**src/rtl/tick_pkg.sv**
```systemverilog
// Shared types and default constants for the tick_scheduler timebase.
// The config FSM state encoding and the channel-index width helper live here.
package tick_pkg;

  typedef enum logic {
    CFG_IDLE = 1'b0,
    CFG_PEND = 1'b1
  } cfg_state_t;

  localparam int TICK_NCH      = 4;
  localparam int TICK_PRESCALE = 50_000;
  localparam int TICK_CW       = 16;

  // Channel-select width; a single-channel build still gets a 1-bit select.
  function automatic int ch_width(input int n);
    return (n > 1) ? $clog2(n) : 1;
  endfunction

endpackage

```
**src/rtl/tick_channel.sv**
```systemverilog
// One timebase channel: counts advance strobes, pulses tick and toggles
// clk_out on each wrap, with load/disable/period-update strobes from the top.
module tick_channel
  import tick_pkg::*;
#(
  parameter int CW = TICK_CW
) (
  input  logic          clk_in,
  input  logic          rst_n,
  input  logic          base_tick,
  input  logic          load,
  input  logic          dis,
  input  logic          upd,
  input  logic [CW-1:0] period_in,
  output logic          tick,
  output logic          clk_out,
  output logic          wrap,
  output logic          enabled
);

  logic [CW-1:0] cnt;
  logic [CW-1:0] period;
  logic          en;

  // period is never zero while en is set, so period-1 cannot underflow here.
  assign wrap    = base_tick && en && (cnt == period - CW'(1));
  assign enabled = en;

  // NOTE: non-blocking assignments so every flop samples the pre-edge values.
  always_ff @(posedge clk_in or negedge rst_n) begin
    if (!rst_n) begin
      cnt     <= '0;
      period  <= '0;
      en      <= 1'b0;
      tick    <= 1'b0;
      clk_out <= 1'b0;
    end else begin
      tick <= 1'b0;
      if (dis) begin
        en      <= 1'b0;
        cnt     <= '0;
        clk_out <= 1'b0;
      end else if (load) begin
        en     <= 1'b1;
        cnt    <= '0;
        period <= period_in;
      end else if (wrap) begin
        cnt     <= '0;
        tick    <= 1'b1;
        clk_out <= ~clk_out;
        if (upd) period <= period_in;
      end else if (base_tick && en) begin
        cnt <= cnt + CW'(1);
      end
    end
  end

endmodule

```
**src/rtl/tick_scheduler.sv**
```systemverilog
// Multi-channel timebase: shared prescaler, NCH tick_channel instances and a
// valid/ready config FSM that defers period changes on running channels to their wrap.
module tick_scheduler
  import tick_pkg::*;
#(
  parameter  int NCH      = TICK_NCH,
  parameter  int PRESCALE = TICK_PRESCALE,
  parameter  int CW       = TICK_CW,
  localparam int CHW      = ch_width(NCH)
) (
  input  logic           clk_in,
  input  logic           rst_n,
  input  logic           cfg_valid,
  output logic           cfg_ready,
  input  logic [CHW-1:0] cfg_ch,
  input  logic [CW-1:0]  cfg_period,
  input  logic           cfg_en,
  output logic           base_tick,
  output logic [NCH-1:0] tick,
  output logic [NCH-1:0] clk_out
);

  localparam int             PW       = $clog2(PRESCALE);
  localparam logic [PW-1:0]  PRE_LAST = PW'(PRESCALE - 1);

  logic [PW-1:0]  pre_cnt;
  logic           pre_wrap;

  cfg_state_t     state, next_state;
  logic [CHW-1:0] shadow_ch;
  logic [CW-1:0]  shadow_period;
  logic [CW-1:0]  period_bus;

  logic           accept;
  logic           ch_ok;
  logic           eff_en;
  logic           latch;
  logic [NCH-1:0] en_vec, wrap_vec, load_vec, dis_vec, upd_vec;

  assign pre_wrap = (pre_cnt == PRE_LAST);

  always_ff @(posedge clk_in or negedge rst_n) begin
    if (!rst_n) begin
      pre_cnt   <= '0;
      base_tick <= 1'b0;
    end else begin
      pre_cnt   <= pre_wrap ? '0 : pre_cnt + PW'(1);
      base_tick <= pre_wrap;
    end
  end

  generate
    if ((1 << CHW) > NCH) begin : g_ch_range
      assign ch_ok = (cfg_ch < CHW'(NCH));
    end else begin : g_ch_full
      assign ch_ok = 1'b1;
    end
  endgenerate

  assign eff_en     = cfg_en && (cfg_period != '0);
  assign period_bus = (state == CFG_PEND) ? shadow_period : cfg_period;

  // NOTE: every output of this block gets a default first, so no path infers a latch.
  always_comb begin
    next_state = state;
    cfg_ready  = (state == CFG_IDLE);
    accept     = cfg_valid && cfg_ready;
    latch      = 1'b0;
    load_vec   = '0;
    dis_vec    = '0;
    upd_vec    = '0;
    case (state)
      CFG_IDLE: begin
        if (accept && ch_ok) begin
          if (!eff_en) begin
            dis_vec[cfg_ch] = 1'b1;
          end else if (!en_vec[cfg_ch]) begin
            load_vec[cfg_ch] = 1'b1;
          end else begin
            latch      = 1'b1;
            next_state = CFG_PEND;
          end
        end
      end
      CFG_PEND: begin
        // Only a wrap after the accept cycle can complete the update.
        if (wrap_vec[shadow_ch]) begin
          upd_vec[shadow_ch] = 1'b1;
          next_state         = CFG_IDLE;
        end
      end
      default: next_state = CFG_IDLE;
    endcase
  end

  always_ff @(posedge clk_in or negedge rst_n) begin
    if (!rst_n) begin
      state         <= CFG_IDLE;
      shadow_ch     <= '0;
      shadow_period <= '0;
    end else begin
      state <= next_state;
      if (latch) begin
        shadow_ch     <= cfg_ch;
        shadow_period <= cfg_period;
      end
    end
  end

  // Channels advance on the prescaler terminal so their registered tick and
  // clk_out land in the same cycle as the registered base_tick.
  for (genvar i = 0; i < NCH; i++) begin : g_ch
    tick_channel #(.CW(CW)) u_ch (
      .clk_in    (clk_in),
      .rst_n     (rst_n),
      .base_tick (pre_wrap),
      .load      (load_vec[i]),
      .dis       (dis_vec[i]),
      .upd       (upd_vec[i]),
      .period_in (period_bus),
      .tick      (tick[i]),
      .clk_out   (clk_out[i]),
      .wrap      (wrap_vec[i]),
      .enabled   (en_vec[i])
    );
  end

endmodule

```
**config.mk**
```make
export PLATFORM = sky130hd
export DESIGN_NAME = tick_scheduler
export DESIGN_NICKNAME = d
export VERILOG_FILES = /design/src/rtl/tick_pkg.sv /design/src/rtl/tick_channel.sv /design/src/rtl/tick_scheduler.sv
export SDC_FILE = /design/constraint.sdc
export NUM_CORES = 1
export LEC_CHECK = 0
export BUFFER_PORTS_ARGS = -buffer_cell sky130_fd_sc_hd__buf_4
export CELL_PAD_IN_SITES_DETAIL_PLACEMENT = 0
export CELL_PAD_IN_SITES_GLOBAL_PLACEMENT = 2
export CORE_ASPECT_RATIO = 1.4
export CORE_UTILIZATION = 40
export DETAILED_ROUTE_END_ITERATION = 6
export MAX_ROUTING_LAYER = met4
export PLACE_DENSITY_LB_ADDON = 0.12
export SETUP_SLACK_MARGIN = 0.15
export SLEW_MARGIN = 20
export SYNTH_ARGS = -nofsm -noshare
export SYNTH_HDL_FRONTEND = slang
export SYNTH_SLANG_ARGS = --single-unit
```
**constraint.sdc**
```tcl
create_clock -name clk_in -period 5.16 [get_ports clk_in]
set_clock_uncertainty 0.1 [all_clocks]
set_input_delay 0.516 -clock clk_in [delete_from_list [all_inputs] [get_ports clk_in]]
set_output_delay 0.516 -clock clk_in [all_outputs]
set_load 0.02 [all_outputs]
```
Yosys cells after proc, flatten, opt, wreduce, memory -nomap -nowiden
Cells that the tools add are included.
{"block": "word_totals", "ff_bits": 176, "input_bits": 22}
{"block": "op_classes", "order_cmp": 4, "n_eq_ne": 9, "n_reduce_logical": 41, "addsub": 9, "n_bitwise": 9, "n_mux": 85}
{"operator": "16-bit two-way mux", "count": 30}
{"operator": "16-bit by 1-bit adder with 16-bit output (second input constant)", "count": 5}
{"operator": "16-bit equality test", "count": 4}
{"operator": "16-bit by 1-bit subtractor with 16-bit output (second input constant)", "count": 4}
{"operator": "1-bit two-way mux", "count": 41}
{"operator": "4-bit two-way mux", "count": 9}
{"operator": "2-bit nonzero test", "count": 16}
{"operator": "16-bit equality test (second input constant)", "count": 1}
{"operator": "16-bit nonzero test", "count": 1}
{"operator": "4-bit nonzero test", "count": 4}
{"operator": "1-bit logical AND", "count": 12}
{"operator": "3-bit AND reduction", "count": 4}
{"operator": "1-bit NOT", "count": 9}
{"operator": "2-bit by 1-bit inequality test with 1-bit output (second input constant)", "count": 4}
{"operator": "2-bit AND reduction", "count": 4}
{"operator": "2-bit by 3-bit less-than comparator with 1-bit output (second input constant)", "count": 2}
{"operator": "1-bit binary-select mux with 2-bit select", "count": 2}
{"operator": "1-bit demux with 2-bit select", "count": 2}
{"operator": "2-bit by 1-bit greater-or-equal comparator with 1-bit output (second input constant)", "count": 2}
{"operator": "1-bit case mux with 2 select lines", "count": 1}

Depth between registers and ports, before layout
Gate-level depths: netlist of the first run.
{"block": "depth", "depth_word": 10, "mapped_depth": 13, "ltp_nobuf": 10}

Modules after synthesis
From an unflattened synthesis of the first run, not the netlist that was laid out.
{"block": "hier_totals", "hier_cells": 1147, "hier_area_um2": 11175.7}
{"module": "tick_channel (g_ch[1].u_ch ...)", "seq_area_each_um2": 875.8, "cells_per_inst": 246, "area_per_inst_um2": 2303.5, "n_inst": 3}
{"module": "tick_channel (g_ch[0].u_ch)", "seq_area_each_um2": 875.8, "cells_per_inst": 251, "area_per_inst_um2": 2351.0, "n_inst": 1}
{"module": "tick_scheduler", "seq_area_each_um2": 900.9, "cells_per_inst": 158, "area_per_inst_um2": 1914.3, "n_inst": 1}

Worst setup path before layout of the first run
Ideal clock, no wire load.
{"block": "synth_timing", "path_type": "register -> register", "startpoint": "register pre_cnt[5]", "endpoint": "register g_ch[0].u_ch.period[10]", "setup_time_ns": 0.125, "arrival_time_ns": 3.269, "setup_slack_ns": 1.666, "stages_incl_launch_ff": 11, "cell_sequence": "dfrtp_1 > or4b_4 > nor4_4 > nand2_2 > nor4_1 > o2111ai_1 > or4b_1 > buf_2 > o22ai_4 > buf_8 > mux2_4"}
{"block": "synth_between", "elab_chain_cells": 9, "elab_cells_between_ends": 16, "classes_between": "1 x eq/ne; 4 x mux; 11 x reduce/logical"}
{"element": "start, declared", "line_no": "tick_scheduler.sv:26", "source": "logic [PW-1:0] pre_cnt;"}
{"element": "start signal, assigned", "line_no": "tick_scheduler.sv:47", "source": "pre_cnt <= pre_wrap ? '0 : pre_cnt + PW'(1);"}
{"element": "16-bit equality test (*)", "line_no": "tick_scheduler.sv:40", "source": "assign pre_wrap = (pre_cnt == PRE_LAST);"}
{"element": "1-bit logical AND (2 in a row)", "line_no": "tick_channel.sv:26", "source": "assign wrap = base_tick && en && (cnt == period - CW'(1));"}
{"element": "1-bit binary-select mux with 2-bit select", "line_no": "tick_scheduler.sv:87", "source": "if (wrap_vec[shadow_ch]) begin"}
{"element": "1-bit two-way mux (not written as such)", "line_no": "tick_scheduler.sv:87"}
{"element": "4-bit two-way mux", "line_no": "tick_scheduler.sv:87"}
{"element": "4-bit two-way mux", "line_no": "tick_scheduler.sv:72", "source": "case (state)"}
{"element": "2-bit nonzero test (no source line)"}
{"element": "3-bit AND reduction (no source line) (*)"}
{"element": "end signal, assigned", "line_no": "tick_channel.sv:46", "source": "period <= period_in;"}
{"element": "end signal, assigned", "line_no": "tick_channel.sv:51", "source": "if (upd) period <= period_in;"}
{"element": "end, declared", "line_no": "tick_channel.sv:22", "source": "logic [CW-1:0] period;"}
Mark *: on every way between the ends. The rest lies on a longest branch, timed or not. The select of a mux whose other input is x is not followed.
A chain may end at the register's enable or synchronous reset.

Worst setup path after layout of the first run
{"block": "layout_timing", "startpoint": "register pre_cnt[5]", "endpoint": "register g_ch[0].u_ch.period[1]"}
The elaborated chain is that of the path after synthesis.

==> results of run 1 <==
==> synth_stat cells, drive strengths merged (17+ instances only) <==
cell	n	area [µm²]
nand4	17	106.4
clkbuf	31	116.4
nor2b	23	143.9
a22o	17	148.9
mux2	102	1186
xnor2	65	569.3
inv	26	97.59
nand3	52	260.3
nor2	103	386.6
nor4	26	196.4
nand2	84	317.8
nor3	29	145.1
dfrtp	176	4404
o21ai	38	190.2
xor2	62	543.0
and3	24	150.1
==> where the power goes <==
part           internal [mW]  switching (mW)  total [mW]  leakage, nW
Sequential              1.40          0.0392        1.44         2.29
Clock                  0.731           0.607        1.34        0.288
Combinational         0.0833           0.104       0.187         2.49
==> logic make-up after synthesis <==
| kind of cell | share of synthesized area |
|---|---|
| multiplexers | 0.1224 |
| adder cells (fa/ha/maj) | 0.01086 |
| AND/OR/NAND/NOR | 0.2193 |
| buffers and inverters | 0.03126 |
| XOR/XNOR | 0.1073 |
| flip-flops | 0.4248 |
| AO/OA/AOI/OAI | 0.08412 |
==> layout by cell type, fill, tap and decap left out, drive strengths merged, types with 5 or more instances in the layout <==
| cell | instances |
|---|---|
| clkbuf | 18 |
| o211ai | 6 |
| mux2i | 6 |
| nor2b | 23 |
| or3 | 9 |
| nand4 | 17 |
| a21oi | 13 |
| nand2b | 7 |
| xor2 | 62 |
| buf | 46 |
| and4 | 7 |
| nor4 | 26 |
| nor2 | 103 |
| nor3 | 29 |
| mux2 | 102 |
| dfrtp | 176 |
| inv | 35 |
| xnor2 | 65 |
| a31oi | 10 |
| ha | 9 |
| o21ai | 38 |
| nor3b | 8 |
| nand3b | 7 |
| and3 | 24 |
| and2 | 8 |
| nand2 | 84 |
| or2 | 6 |
| o31ai | 5 |
| a22o | 17 |
| nand3 | 52 |
==> worst reg2reg max path, stage by stage (launching register included) <==
cell,delay [ns]
sky130_fd_sc_hd__dfrtp_1,0.43
sky130_fd_sc_hd__or4b_4,0.57
sky130_fd_sc_hd__nor4_4,0.47
sky130_fd_sc_hd__nand2_2,0.16
sky130_fd_sc_hd__nor4_1,0.32
sky130_fd_sc_hd__o2111ai_1,0.18
sky130_fd_sc_hd__or4b_1,0.70
sky130_fd_sc_hd__o22ai_4,0.57
sky130_fd_sc_hd__mux2_2,0.41
==> final cells by class <==
type	instances	area [µm²]	share of cell area
multi-input cells	801	5650	0.4916
flip-flops and latches	176	4404	0.3832
repair buffers	46	349.1	0.03037
clock inverters	14	163.9	0.01426
inverters	26	97.59	0.008491
clock buffers	18	429.2	0.03734
well taps	319	399.1	0.03473
==> path summary, 6_finish.rpt <==
| check | to | slack (ns) |
|---|---|---|
| max | g_ch[0].u_ch.period[1]$_DFFE_PN0P_ | 1.15 |
| max in group asynchronous | shadow_period[9]$_DFFE_PN0P_ | 3.69 |
| max reg2reg | g_ch[0].u_ch.period[1]$_DFFE_PN0P_ | 1.15 |
| min reg2reg | pre_cnt[0]$_DFF_PN0_ | 0.38 |
| min in group clk_in | shadow_period[2]$_DFFE_PN0P_ | 0.23 |
| min | g_ch[3].u_ch.period[2]$_DFFE_PN0P_ | 0.06 |
==> layer usage <==
metal	GRT usage	wire, µm	up-vias
li1	-	-	3768
met1	0.2709	12290	3800
met2	0.3938	14210	93
met3	0.02605	444	33
met4	0.07396	614	0
met5	-	0	-
==> registers in the layout, indices dropped and copies added, names as in the netlist <==
name / cells
g_ch.u_ch.enabled: 4
shadow_ch: 2
base_tick: 1
g_ch.u_ch.tick: 4
state: 1
g_ch.u_ch.period: 64
pre_cnt: 16
shadow_period: 16
g_ch.u_ch.cnt: 64
g_ch.u_ch.clk_out: 4
==> stage by stage <==
step	power [mW]	cells	cell area (µm²)	util
floorplan	1.572	1049	10370	-
global placement	1.658	1368	10890	0.4292
detailed placement	1.659	1368	10890	0.4292
CTS	3.005	1400	11490	0.4526
global route	3.082	1400	11490	0.4528
finish	2.967	1400	11490	0.4528
==> flow_metrics.py, run 1 <==
metrics = {
    "sta": {
        "final_period_utilization": 0.7769,
        "worst_pin_slew_ns": 0.9794,
        "final_max_slew_viol_count": 0,
        "fmax_ghz": 0.2494,
        "final-hold-violation-count": 0,
        "finalCriticalPeriod_ns": 4.009,
        "fin_setup_tns_ns": 0,
        "setup_ws_ns": 1.151,
        "unrepaired_setup_endpoints_after_global_routing": "false",
        "fin_worst_hold_slack_ns": 0.06365,
        "timing.slew.headroom": 0.3455,
        "setup_violations": 0,
    },
    "detailed_routing": {
        "finalWirelength_um": 27560,
        "dr_total_vias": 7694,
        "drc_errors": 0,
        "vias_per_cell": 5.496,
        "drt_first_iter_violations": 443,
        "drt-pass1-iter-count": 4,
        "ant_nets": 0,
        "route.detailed.wl_per_inst_um": 19.68,
    },
    "synth": {
        "synth_edf_count": 0,
        "asyncSetResetFlopFracSynth": 1.000,
        "yosys_warn_count": 0,
        "syn-instance-count": 1049,
        "count_of_unique_library_cells_instantiated_by_yosys": 70,
        "synth.ff_latch_count": 176,
        "synth_area_um2": 10370,
        "ys_seq_area_frac": 0.4248,
        "synthFlopType": "sky130_fd_sc_hd__dfrtp_1",
        "synth.net_count": 1080,
        "synth_area_per_cell_um2": 9.883,
    },
    "finish": {
        "areaGrowthSynthToFinish_pct": 10.86,
        "num_antenna_cells": 0,
        "nNetsFinal": 1099,
        "drive_gt1_frac": 0.1869,
        "n_fill_cell": 2485,
    },
    "global_route": {
        "first_pass_grt_wire_length_um": 44650,
        "number_of_antenna_violations_at_the_first_check_in_global_routing": 0,
        "total_routing_usage_reported_by_global_routing": 0.2255,
        "pin_count_of_the_biggest_net_entering_global_routing": 97,
        "first_global_vias": 7741,
        "grt_overflow": 0,
    },
    "clock_tree": {
        "worst_setup_hold_path_clk_slew_ns": 0.07,
        "cts_made_buffers": 17,
        "cts_hold_repair.buffers": 0,
        "cts.htree.levels": 4,
        "cts_tree": "done",
        "post_cts.resized_instances": 0,
        "number_of_buffers_inserted_to_repair_setup_after_cts": 0,
        "clk_latency_ns": 0.44,
        "clk_root_buffer_cell": "sky130_fd_sc_hd__clkbuf_16",
        "cts-root-to-sink-buffers": 2,
        "clock_sink_count": 176,
    },
    "setup_path": {
        "worstPathArrival_ns": 4.23,
        "timing.critical_path.required_ns": 5.38,
        "cp_num_cells": 8,
        "crit_type": "reg -> reg",
        "critical-path-top-delay-family": "simple AND/OR/NAND/NOR gates",
        "worstSetupEndpointType": "flop",
        "critical_path.cell_chain": "or4b_4 > nor4_4 > nand2_2 > nor4_1 > o2111ai_1 > or4b_1 > o22ai_4 > mux2_2",
        "startpoint": "pre_cnt[5]$_DFF_PN0_",
        "critical_path_buf_inv_count": 0,
        "crit-reg2reg-launch": "pre_cnt[5]$_DFF_PN0_",
        "worstSetupStartpointType": "flop",
        "cp_max_fo": 16,
        "reg2regPathDepth": 8,
        "cp_slowest_stage_delay_ns": 0.70,
        "critical_path.slowest_cell": "sky130_fd_sc_hd__or4b_1",
    },
    "power": {
        "power.density_nw_per_um2": 258.1,
        "vdd_drop_max_mv": 0.2295,
        "leakagePower_nw": 5.060,
    },
    "run_status": {
        "result_of_the_run": "completed",
    },
    "die": {
        "num_io_pins": 32,
        "floorplan.initialDensity": 0.4085,
        "die_area_um2": 26580,
        "die_height_um": 192.5,
        "chipWidth_um": 138.1,
        "coreArea_um2": 25380,
        "placement_rows": 69,
    },
    "placement": {
        "place_hpwl_um": 20410,
        "place.gp.congestion": 0.7953,
        "placement.io_buffers": 31,
        "pre_cts_ws_ns": 0.8765,
    },
    "flow_run": {
        "maxCapViolCount": 0,
    },
    "hold_path": {
        "hold_path_class": "in -> async",
    },
}
Power figures use the tool's default switching activity.
==> run 2: changes to the inputs <==
==> constraint.sdc (replaced) <==
create_clock -name clk_in -period 3.9 [get_ports clk_in]
set_clock_uncertainty 0.1 [all_clocks]
set_input_delay 0.39 -clock clk_in [delete_from_list [all_inputs] [get_ports clk_in]]
set_output_delay 0.39 -clock clk_in [all_outputs]
set_load 0.02 [all_outputs]
==> flow_metrics.py, run 2 (synthesis results as in run 1) <==
metrics = {
    "detailed_routing": {
        "vias_per_cell": 5.486,
        "ant_nets": 0,
        "dr_total_vias": 7774,
        "route.detailed.wl_per_inst_um": 20.12,
        "finalWirelength_um": 28510,
        "drc_errors": 0,
        "drt_first_iter_violations": 299,
        "drt-pass1-iter-count": 5,
    },
    "clock_tree": {
        "cts_tree": "done",
        "clk_root_buffer_cell": "sky130_fd_sc_hd__clkbuf_16",
        "cts_made_buffers": 17,
        "cts-root-to-sink-buffers": 2,
        "cts.htree.levels": 4,
        "number_of_buffers_inserted_to_repair_setup_after_cts": 0,
        "clock_sink_count": 176,
        "worst_setup_hold_path_clk_slew_ns": 0.07,
        "clk_latency_ns": 0.44,
    },
    "global_route": {
        "number_of_antenna_violations_at_the_first_check_in_global_routing": 1,
        "globalRouteMet2Util": 0.4042,
        "first_pass_grt_wire_length_um": 45090,
        "gr-usage-met1": 0.2643,
        "grtUsageMet3": 0.03375,
        "pin_count_of_the_biggest_net_entering_global_routing": 72,
        "top_usage_layer": "met2",
        "total_routing_usage_reported_by_global_routing": 0.2307,
        "first_global_vias": 7793,
        "grt_overflow": 0,
    },
    "setup_path": {
        "worstSetupStartpointType": "flop",
        "startpoint": "g_ch[0].u_ch.period[4]$_DFFE_PN0P_",
        "r2r_end": "g_ch[0].u_ch.period[1]$_DFFE_PN0P_",
        "timing.critical_path.required_ns": 4.12,
        "worst_reg2reg_setup_slack_ns": 0.29,
        "worstSetupEndpointType": "flop",
        "critical_path.endpoint": "g_ch[0].u_ch.period[1]$_DFFE_PN0P_",
        "cp_max_fo": 16,
        "crit-reg2reg-launch": "g_ch[0].u_ch.period[4]$_DFFE_PN0P_",
        "worstPathArrival_ns": 3.83,
        "reg2regPathDepth": 9,
        "crit_type": "reg -> reg",
    },
    "die": {
        "die_area_um2": 26580,
        "floorplan.initialDensity": 0.4085,
        "chipWidth_um": 138.1,
        "die_height_um": 192.5,
        "num_io_pins": 32,
        "coreArea_um2": 25380,
        "placement_rows": 69,
    },
    "placement": {
        "place.gp.congestion": 0.8125,
        "pre_cts_ws_ns": 0.1645,
        "placement.io_buffers": 31,
        "numPlacedInstances": 1386,
        "place_hpwl_um": 20830,
    },
    "finish": {
        "n_fill_cell": 2495,
        "regArea_um2": 4404,
        "layout_top_registers": "g_ch.u_ch.cnt: 64 flops, g_ch.u_ch.period: 64 flops",
        "nNetsFinal": 1118,
        "multi_input_comb_area_um2": 5657,
        "stdcell_count": 1417,
        "num_antenna_cells": 0,
        "drive_gt1_frac": 0.1985,
        "layout_common_cells": "sky130_fd_sc_hd__dfrtp_1, sky130_fd_sc_hd__nor2_1, sky130_fd_sc_hd__mux2_2, sky130_fd_sc_hd__nand2_1, sky130_fd_sc_hd__xnor2_1",
        "areaGrowthSynthToFinish_pct": 13.07,
        "most_common_library_cell_in_the_layout_ignoring_fill_and_taps": "sky130_fd_sc_hd__dfrtp_1",
    },
    "sta": {
        "fin_setup_tns_ns": 0,
        "timing.slew.headroom": 0.4676,
        "final-hold-violation-count": 0,
        "final_period_utilization": 0.9263,
        "unrepaired_setup_endpoints_after_global_routing": "false",
        "worst_pin_slew_ns": 0.7986,
        "setup_violations": 0,
        "final_max_slew_viol_count": 0,
        "setup_ws_ns": 0.2874,
        "fmax_ghz": 0.2768,
        "finalCriticalPeriod_ns": 3.613,
    },
    "run_status": {
        "result_of_the_run": "completed",
    },
    "power": {
        "leakagePower_nw": 5.194,
        "vdd_drop_max_mv": 0.2930,
        "power.density_nw_per_um2": 347.8,
    },
    "hold_path": {
        "hold_path_class": "in -> reg",
    },
    "flow_run": {
        "maxCapViolCount": 0,
    },
}
## run 2: critical path, cell delays in order, from the launching register on
cell,delay (ns)
sky130_fd_sc_hd__dfrtp_1,0.47
sky130_fd_sc_hd__or4_4,0.61
sky130_fd_sc_hd__nor4_4,0.34
sky130_fd_sc_hd__nand2_1,0.11
sky130_fd_sc_hd__xnor2_1,0.27
sky130_fd_sc_hd__o2111ai_1,0.26
sky130_fd_sc_hd__or4b_1,0.63
sky130_fd_sc_hd__o22ai_4,0.15
sky130_fd_sc_hd__buf_12,0.19
sky130_fd_sc_hd__mux2_2,0.35
## run 2: metal layers
metal,part of all wire,vias to the layer above
met5,0,-
met1,0.43,3830
met2,0.51,110
li1,-,3793
met4,0.032,0
met3,0.025,41
## run 2: final cells by class
cell class / count / area share
flip-flops and latches: 176 / 0.3757
multi-input cells: 801 / 0.4825
clock buffers: 20 / 0.03896
well taps: 319 / 0.03405
inverters: 26 / 0.008325
repair buffers: 65 / 0.04462
clock inverters: 10 / 0.01580
## run 2: report_power, final
part	switching, mW	total [mW]	internal (mW)
sequential	0.0494	1.91	1.86
clock	0.749	1.91	1.16
combinational	0.141	0.257	0.116
total	0.940	4.08	3.14
## run 2: what timing repair did
action | CTS | global route
gates resized for setup | 1 | 2
cloned | 0 | 0
hold endpoints to repair | 68 | 0
pin swaps | 0 | 0
setup endpoints to repair | 2 | 22
hold buffers | 1 | 0
## run 2: through the flow
step	hold slack (ns)	area [µm²]	utilization	power (mW)
5_1_grt	0.08547	11720	0.4618	4.221
4_1_cts	0.08283	11720	0.4616	4.127
2_1_floorplan	-0.005591	10370	-	2.080
3_5_place_dp	0.3524	11050	0.4355	2.201
6_report	0.09782	11720	0.4618	4.078
3_3_place_gp	0.3546	11050	0.4355	2.199
## run 2: worst min-delay path by stage
stage | slack, ns | startpoint | to | cells after the start
after floorplan | -0.006 | rst_n | base_tick$_DFF_PN0_ | 0
after global placement | 0.35 | pre_cnt[0]$_DFF_PN0_ | pre_cnt[0]$_DFF_PN0_ | 1
after detailed placement | 0.35 | pre_cnt[0]$_DFF_PN0_ | pre_cnt[0]$_DFF_PN0_ | 1
after CTS | 0.08 | cfg_period[11] | shadow_period[11]$_DFFE_PN0P_ | 2
after global routing | 0.09 | cfg_period[5] | shadow_period[5]$_DFFE_PN0P_ | 2
final | 0.1 | cfg_period[11] | shadow_period[11]$_DFFE_PN0P_ | 2
==> run 3: changes to the inputs <==
--- a/config.mk
+++ b/config.mk
@@ -8,8 +8,8 @@
 export BUFFER_PORTS_ARGS = -buffer_cell sky130_fd_sc_hd__buf_4
 export CELL_PAD_IN_SITES_DETAIL_PLACEMENT = 0
 export CELL_PAD_IN_SITES_GLOBAL_PLACEMENT = 2
-export CORE_ASPECT_RATIO = 1.4
 export CORE_UTILIZATION = 40
+export CTS_BUF_LIST = sky130_fd_sc_hd__clkbuf_2
 export DETAILED_ROUTE_END_ITERATION = 6
 export MAX_ROUTING_LAYER = met4
 export PLACE_DENSITY_LB_ADDON = 0.12
==> constraint.sdc (replaced) <==
create_clock -name clk_in -period 3.8 [get_ports clk_in]
set_clock_uncertainty 0.1 [all_clocks]
set_input_delay 0.38 -clock clk_in [delete_from_list [all_inputs] [get_ports clk_in]]
set_output_delay 0.38 -clock clk_in [all_outputs]
set_load 0.02 [all_outputs]
==> flow_metrics.py, run 3 (synthesis results as in run 1) <==
metrics = {
    "run_status": {
        "result_of_the_run": "completed",
    },
    "clock_tree": {
        "cts_made_buffers": 17,
        "clk_latency_ns": 0.76,
        "clk_root_buffer_cell": "sky130_fd_sc_hd__clkbuf_2",
        "cts_tree": "done",
        "cts.htree.levels": 4,
        "worst_setup_hold_path_clk_slew_ns": 0.29,
        "cts-root-to-sink-buffers": 2,
        "clock_sink_count": 176,
    },
    "detailed_routing": {
        "route.detailed.wl_per_inst_um": 18.15,
        "drc_errors": 0,
        "drt-pass1-iter-count": 5,
        "dr_total_vias": 7837,
        "drt_first_iter_violations": 427,
        "vias_per_cell": 5.364,
        "ant_nets": 0,
        "finalWirelength_um": 26520,
    },
    "sta": {
        "setup_ws_ns": 0.2814,
        "worst_pin_slew_ns": 0.8363,
        "final_max_slew_viol_count": 0,
        "finalCriticalPeriod_ns": 3.519,
        "setup_violations": 0,
        "unrepaired_setup_endpoints_after_global_routing": "true",
        "fin_worst_hold_slack_ns": 0.1060,
        "fin_setup_tns_ns": 0,
        "final_period_utilization": 0.9260,
        "timing.slew.headroom": 0.4411,
        "fmax_ghz": 0.2842,
        "final-hold-violation-count": 0,
    },
    "setup_path": {
        "crit_type": "reg -> reg",
        "cp_max_fo": 16,
        "timing.critical_path.required_ns": 4.35,
        "worstSetupEndpointType": "flop",
        "worstSetupStartpointType": "flop",
        "worstPathArrival_ns": 4.07,
    },
    "placement": {
        "place.gp.congestion": 0.8243,
        "pre_cts_ws_ns": 0.1024,
        "place_area_um2": 11090,
        "place_hpwl_um": 18670,
        "placement.io_buffers": 31,
    },
    "global_route": {
        "first_global_vias": 7609,
        "total_routing_usage_reported_by_global_routing": 0.2145,
        "pin_count_of_the_biggest_net_entering_global_routing": 84,
        "first_pass_grt_wire_length_um": 42720,
        "number_of_antenna_violations_at_the_first_check_in_global_routing": 1,
        "grt_overflow": 0,
    },
    "finish": {
        "post-route-util": 0.4619,
        "most_common_library_cell_in_the_layout_ignoring_fill_and_taps": "sky130_fd_sc_hd__dfrtp_1",
        "nNetsFinal": 1148,
        "areaGrowthSynthToFinish_pct": 12.84,
        "layout_top_registers": "g_ch.u_ch.cnt: 64 flops, g_ch.u_ch.period: 64 flops",
        "design_area_um2": 11700,
        "drive_gt1_frac": 0.2071,
        "layout_common_cells": "sky130_fd_sc_hd__dfrtp_1, sky130_fd_sc_hd__nor2_1, sky130_fd_sc_hd__mux2_2, sky130_fd_sc_hd__nand2_1, sky130_fd_sc_hd__buf_4",
    },
    "power": {
        "leakagePower_nw": 5.194,
        "vdd_drop_max_mv": 0.1657,
        "power.density_nw_per_um2": 284.1,
    },
    "die": {
        "placement_rows": 58,
        "coreArea_um2": 25330,
        "num_io_pins": 32,
        "floorplan.initialDensity": 0.4093,
        "chipWidth_um": 163.0,
        "die_height_um": 163.0,
        "die_area_um2": 26570,
    },
    "hold_path": {
        "hold_path_class": "in -> reg",
    },
    "flow_run": {
        "maxCapViolCount": 0,
    },
}
==> run 3: cell types whose count changed in the layout (fill, tap and decap cells not counted), sizes merged <==
cell,previous run,this run
bufinv,5,2
clkbuf,20,18
inv,26,34
dlygate4sd3,1,23
diode,0,1
buf,64,71
==> run 3: worst max-delay path: stages (launching register included) <==
cell	delay [ns]
sky130_fd_sc_hd__dfrtp_1	0.47
sky130_fd_sc_hd__or4bb_1	0.57
sky130_fd_sc_hd__nor4_4	0.34
sky130_fd_sc_hd__nand2_2	0.17
sky130_fd_sc_hd__nor4_2	0.30
sky130_fd_sc_hd__o2111ai_1	0.17
sky130_fd_sc_hd__or4b_1	0.60
sky130_fd_sc_hd__o22ai_4	0.15
sky130_fd_sc_hd__buf_12	0.19
sky130_fd_sc_hd__mux2_2	0.34
==> run 3: final timing paths <==
kind	cells after the start	endpoint	from	slack, ns
max	9	g_ch[0].u_ch.period[0]$_DFFE_PN0P_	pre_cnt[4]$_DFF_PN0_	0.28
min	6	g_ch[3].u_ch.clk_out$_DFFE_PN0P_	cfg_en	0.11
max reg2reg	9	g_ch[0].u_ch.period[0]$_DFFE_PN0P_	pre_cnt[4]$_DFF_PN0_	0.28
min reg2reg	1	pre_cnt[0]$_DFF_PN0_	pre_cnt[0]$_DFF_PN0_	0.38
max in group asynchronous	4	g_ch[0].u_ch.cnt[10]$_DFFE_PN0P_	rst_n	1.79
min in group asynchronous	3	g_ch[0].u_ch.period[6]$_DFFE_PN0P_	rst_n	0.58
==> run 3: metal layers <==
metal	share of wire	vias to the layer above	GRT usage
li1	-	3875	-
met3	0.019	22	0.03259
met5	0	-	-
met1	0.48	3878	0.2825
met2	0.49	62	0.3451
met4	0.016	0	0.05310
==> run 3: where the power goes <==
part | switching, mW | total (mW) | internal [mW]
combinational | 0.154 | 0.290 | 0.137
clock | 0.745 | 1.07 | 0.328
sequential | 0.0497 | 1.96 | 1.91
==> run 3: what timing repair did <==
action / CTS / global route
resized for setup: 1 / 11
setup buffers: 0 / 7
hold endpoints to repair: 201 / 0
pin swaps: 0 / 1
hold buffers: 23 / 0
endpoints found under the setup margin: 1 / 70
cloned: 0 / 0
==> run 3: layout make-up <==
class | instances | area [µm²]
Fill cell | 2460 | 13630
Multi-Input combinational cell | 801 | 5707
Sequential cell | 176 | 4404
Timing Repair Buffer | 95 | 818.3
Tap cell | 330 | 412.9
Clock inverter | 15 | 171.4
Inverter | 26 | 97.59
Clock buffer | 17 | 85.08
Antenna cell | 1 | 2.502
==> run 3: metrics by stage <==
| stage | total power [mW] | instances |
|---|---|---|
| finish | 3.324 | 1461 |
| global route | 3.478 | 1461 |
| CTS | 3.370 | 1453 |
| floorplan | 2.135 | 1049 |
| detailed placement | 2.258 | 1398 |
| global placement | 2.258 | 1398 |
